--- src/rtl/sid_envelope.sv ---
// sid_envelope: per-voice ADSR envelope generator and amplitude multiplier.
//
// Ports:
//   clk      - system clock
//   n_reset  - asynchronous active-low reset
//   clk_en   - SID cycle enable; all state advances only when high
//   gate     - GATE control bit; rising edge starts attack, falling edge starts release
//   reg_atk  - attack rate index
//   reg_dec  - decay rate index
//   reg_sus  - sustain level (upper and lower nibble of the 8-bit target)
//   reg_rel  - release rate index
//   wave     - unsigned 12-bit oscillator waveform
//   env_out  - current 8-bit envelope value
//   v_out    - enveloped voice sample, (wave * env) >> 8, lags env by one clk_en
//
// Build option: define SID_ENV_EXP_EN to enable the exponential decay/release divider.
// Without it decay and release are linear (one step per rate tick).

module sid_envelope #(
  parameter int unsigned RATE_W = 15
) (
  input  logic        clk,
  input  logic        n_reset,
  input  logic        clk_en,
  input  logic        gate,
  input  logic [3:0]  reg_atk,
  input  logic [3:0]  reg_dec,
  input  logic [3:0]  reg_sus,
  input  logic [3:0]  reg_rel,
  input  logic [11:0] wave,
  output logic [7:0]  env_out,
  output logic [11:0] v_out
);

  typedef enum logic [1:0] {StAttack, StDecaySus, StRelease} state_e;

  state_e             state_q, state_d, state_sel;
  logic               gate_q, gate_d;
  logic [RATE_W-1:0]  rate_q, rate_d, period;
  logic [7:0]         env_q, env_d;
  logic [11:0]        v_q, v_d;
  logic [3:0]         rate_idx;
  logic               tick;
  logic [7:0]         floor_lvl;
  logic [19:0]        prod;
  logic               exp_hit;

  assign prod = 20'(wave) * 20'(env_q);

  // Rate period lookup for the index selected by the (post-edge) state.
  always_comb begin
    period = RATE_W'(9);
    unique case (rate_idx)
      4'd0:  period = RATE_W'(9);
      4'd1:  period = RATE_W'(32);
      4'd2:  period = RATE_W'(63);
      4'd3:  period = RATE_W'(95);
      4'd4:  period = RATE_W'(149);
      4'd5:  period = RATE_W'(220);
      4'd6:  period = RATE_W'(267);
      4'd7:  period = RATE_W'(313);
      4'd8:  period = RATE_W'(392);
      4'd9:  period = RATE_W'(977);
      4'd10: period = RATE_W'(1954);
      4'd11: period = RATE_W'(3126);
      4'd12: period = RATE_W'(3907);
      4'd13: period = RATE_W'(11720);
      4'd14: period = RATE_W'(19532);
      4'd15: period = RATE_W'(31251);
      default: period = RATE_W'(9);
    endcase
  end

`ifdef SID_ENV_EXP_EN
  logic [4:0] exp_q, exp_d, exp_period;

  always_comb begin
    exp_period = 5'd1;
    if (env_q >= 8'd94)      exp_period = 5'd1;
    else if (env_q >= 8'd55) exp_period = 5'd2;
    else if (env_q >= 8'd27) exp_period = 5'd4;
    else if (env_q >= 8'd15) exp_period = 5'd8;
    else if (env_q >= 8'd7)  exp_period = 5'd16;
    else if (env_q >= 8'd1)  exp_period = 5'd30;
    else                     exp_period = 5'd1;
  end

  assign exp_hit = (exp_q == exp_period - 5'd1);
`else
  assign exp_hit = 1'b1;
`endif

  always_comb begin
    state_d   = state_q;
    gate_d    = gate_q;
    rate_d    = rate_q;
    env_d     = env_q;
    v_d       = v_q;
`ifdef SID_ENV_EXP_EN
    exp_d     = exp_q;
`endif
    // Gate edges take effect before the tick so a coincident tick uses the new state.
    state_sel = state_q;
    if (gate && !gate_q)      state_sel = StAttack;
    else if (!gate && gate_q) state_sel = StRelease;

    unique case (state_sel)
      StAttack:   rate_idx = reg_atk;
      StDecaySus: rate_idx = reg_dec;
      default:    rate_idx = reg_rel;
    endcase

    // Equality-only compare: lowering the period below the count forces a full wrap.
    tick      = (rate_q == period - RATE_W'(1));
    floor_lvl = (state_sel == StDecaySus) ? {reg_sus, reg_sus} : 8'd0;

    if (clk_en) begin
      state_d = state_sel;
      gate_d  = gate;
      rate_d  = tick ? '0 : rate_q + RATE_W'(1);
      v_d     = prod[19:8];
      if (tick) begin
        if (state_sel == StAttack) begin
`ifdef SID_ENV_EXP_EN
          exp_d = 5'd0;
`endif
          if (env_q != 8'hFF) env_d   = env_q + 8'd1;
          else                state_d = StDecaySus;
        end else begin
`ifdef SID_ENV_EXP_EN
          exp_d = exp_hit ? 5'd0 : exp_q + 5'd1;
`endif
          // Zero guard keeps env from wrapping when sustain sits above env.
          if (exp_hit && env_q != floor_lvl && env_q != 8'd0) env_d = env_q - 8'd1;
        end
      end
    end
  end

  always_ff @(posedge clk or negedge n_reset) begin
    if (!n_reset) begin
      state_q <= StRelease;
      gate_q  <= 1'b0;
      rate_q  <= '0;
      env_q   <= 8'd0;
      v_q     <= 12'd0;
`ifdef SID_ENV_EXP_EN
      exp_q   <= 5'd0;
`endif
    end else begin
      state_q <= state_d;
      gate_q  <= gate_d;
      rate_q  <= rate_d;
      env_q   <= env_d;
      v_q     <= v_d;
`ifdef SID_ENV_EXP_EN
      exp_q   <= exp_d;
`endif
    end
  end

  assign env_out = env_q;
  assign v_out   = v_q;

endmodule

--- config.mk ---
export PLATFORM = sky130hd
export DESIGN_NAME = sid_envelope
export DESIGN_NICKNAME = d
export VERILOG_FILES = /design/src/rtl/sid_envelope.sv
export SDC_FILE = /design/constraint.sdc
export NUM_CORES = 1
export LEC_CHECK = 0
export CAP_MARGIN = 20
export CORE_MARGIN = 3
export CORE_UTILIZATION = 61
export DETAILED_ROUTE_END_ITERATION = 6
export GPL_TIMING_DRIVEN = 0
export HOLD_SLACK_MARGIN = 0.15
export PLACE_DENSITY = 0.8
export SETUP_SLACK_MARGIN = 0.05
export SKIP_CTS_REPAIR_TIMING = 1
export SYNTH_ARGS = -nofsm -noshare
export SYNTH_HDL_FRONTEND = slang
export SYNTH_SLANG_ARGS = --single-unit
--- constraint.sdc ---
create_clock -name clk -period 6.1 [get_ports clk]
set_input_delay 0.61 -clock clk [delete_from_list [all_inputs] [get_ports clk]]
set_output_delay 0.61 -clock clk [all_outputs]
set_load 0.1 [all_outputs]
==> impl_metrics.tcl <==
set metrics [dict create \
    path_clk_slew_ps 80 \
    dp_worst_setup_slack_ps -579.9 \
    htree_levels 2 \
    synthDistinctLibCells 74 \
    drive_gt1_share_pct 8.211 \
    clkPwrFrac_pct 12.7 \
    avgSynthCellArea_um2 8.357 \
    die_x_um 107.7 \
    cts.path.max_buffers 2 \
    area_growth_pct 13.21 \
    vias 5705 \
    post-route-min-period_ps 5744 \
    period_share_pct 94.16 \
    crit_path_end_kind "flip-flop" \
    drc 0 \
    dpl.hpwl_um 12730 \
    synth.area.top_cells "fa_1 (19%), dfrtp_1 (15%), ha_1 (10%)" \
    io_pins 52 \
    yosys.area.top_type_share_pct 18.72 \
    start_util_pct 63.67 \
    slew_violations 0 \
    nNetsFinal 958 \
    grt_pass1_vias 5747 \
    max-vdd-ir-drop_mv 0.1611 \
    cts_made_buffers 5 \
    maxCapViolCount 0 \
    rsz0062_at_grt "no" \
    comb_power_share_pct 65.8 \
    dieHeight_um 107.7 \
    status "completed" \
    p_seq_share_pct 21.5 \
    ys_async_sr_fraction_pct 100.0 \
    synth.largest_area_cell "fa_1" \
    p_int_uw 747.5 \
    synth-seq-cells 38 \
    grt_max_degree 39 \
    final_cells 949 \
    ys_seq_area_share_pct 15.09 \
    dp_cells 937 \
    antenna_found_initial 0 \
    synth_edf_count 0 \
    diodes 0 \
    fin_util_pct 72.08 \
    grt_pass1_wl_um 26650 \
    p_leak_nw 3.288 \
    wl_per_cell_um 16.61 \
    finalHoldViolCount 0 \
    path_class "input port to flip-flop" \
    start_kind "input port" \
    fp.dieArea_mm2 0.01160 \
    avgViaCountPerCell 6.012 \
    syn-num-nets 898 \
    drt-initial-drc-count 427 \
    synth_warnings 0 \
    crit_arrival_ps 5960 \
    final_common_cell "inv_1" \
    slew_headroom_pct 34.10 \
    gp_congestion 0.9247 \
    cp.required_ps 6310 \
    cts_tree "built" \
    powerDensity_mw_per_mm2 209.3 \
    nFillCells 794 \
    grt_overflow 0 \
    drtPass1Iterations 6 \
    setup_violations 0 \
    hold_path_class "input port to async pin" \
    final_cell_mix "inv_1 (102), nand2_1 (69), fa_1 (59), and2_1 (54), ha_1 (52)" \
    ant_nets 0 \
    cp_max_fo 8 \
    swShare_pct 50.01 \
    synth_ff_type "dfrtp_1" \
    drt-total-wl_um 15760 \
    rows 36 \
    multi_input_area_mm2 0.004851 \
    finClkSkew_ps 10.67 \
    mappedNetlistArea_mm2 0.006310 \
    setup_ws_ps 356.0 \
    portBuffers 49 \
    cts_sinks 38 \
    clk_latency_ps 320 \
    switchingPower_uw 747.9 \
    cts_root_buf "clkbuf_8" \
    max_slew.worst_pin.slew_ps 985.4 \
    syn_inst 755 \
    core-area_mm2 0.009910 \
    regArea_um2 952.2 \
    grt_usage_pct 28.63 \
    fmax_mhz 174.1 \
]
## stage by stage
stage | hold slack (ps) | instance area (µm²) | TNS, ps | total power, mW
3_3_place_gp | 470.3 | 6967 | -7871 | 1.247
3_5_place_dp | 473.5 | 6962 | -11930 | 1.279
2_1_floorplan | 314.4 | 6310 | 0 | 1.048
5_1_grt | 478.8 | 7143 | 0 | 1.610
4_1_cts | 436.9 | 7053 | -3639 | 1.472
6_report | 419.9 | 7143 | 0 | 1.495
## power groups by stage
stage | Sequential, mW | Clock (mW) | Combinational (mW)
after global routing | 0.327 | 0.208 | 1.07
final | 0.322 | 0.189 | 0.985
after global placement | 0.325 | 0 | 0.922
after detailed placement | 0.326 | 0 | 0.952
after floorplan | 0.440 | 0 | 0.607
after CTS | 0.322 | 0.196 | 0.955
## final timing paths
kind | start | to | slack (ps) | cells after the start
min in group clk | v_out[8] | v_out[8] | 490 | 2
worst min register to register | v_out[8] | v_out[8] | 490 | 2
worst max register to register | env_out[5] | v_out[10] | 390 | 19
max in group asynchronous | n_reset | v_out[2] | 5110 | 1
worst max-delay path | wave[6] | v_out[10] | 360 | 18
worst min-delay path | n_reset | v_out[10] | 420 | 1
## logic make-up (layout without fill, tap and decap cells)
group                    after synthesis  in the layout  synth area share, %
AND/OR/NAND/NOR                      275            275                23.36
adder cells (fa/ha/maj)              111            111                29.03
flip-flops                            38             38                15.09
AO/OA/AOI/OAI                        125            125                13.94
multiplexers                          22             22                3.906
XOR/XNOR                              43             43                5.969
buffers and inverters                141            202                8.705
## per-layer routing
metal	vias to the layer above	part of all wire [%]	GRT usage, %
met1	2805	40	33.76
li1	2662	-	-
met4	0	3.2	13.07
met2	189	52	51.07
met3	49	4.8	4.319
met5	-	0	0
## cell type report
| cell class | count | area share (%) |
|---|---|---|
| Tap cell | 133 | 2.330 |
| Inverter | 103 | 5.413 |
| Sequential cell | 38 | 13.33 |
| Clock inverter | 1 | 0.07006 |
| Buffer | 37 | 2.417 |
| Multi-Input combinational cell | 576 | 67.91 |
| Clock buffer | 7 | 1.209 |
| Timing Repair Buffer | 54 | 7.322 |
## worst max-delay path: stages
cell and delay [ps]:
clkdlybuf4s50_1 690, nand2_1 140, fa_1 560, inv_1 60, fa_1 540, inv_1 60, fa_1 500, fa_1 580
inv_1 70, ha_1 350, and4_1 230, a211oi_1 210, o31a_1 330, o21ai_0 220, nor2_1 170, nor2b_1 80
or3_1 300, a31o_2 230
## sequential cells by signal (all words and copies together) (netlist names)
register,count
rate_q,15
v_out,12
env_out,8
state_q,2
gate_q,1
## synth_stat cells, types with 13 or more instances
master	number
and2_1	54
ha_1	52
nand2_1	69
nor2_1	48
inv_1	102
fa_1	59
a21oi_1	15
clkbuf_1	29
o21ai_0	31
nor3_1	13
nand3_1	24
xnor2_1	35
mux2_2	13
dfrtp_1	37
(Power assumes the default switching activity.)
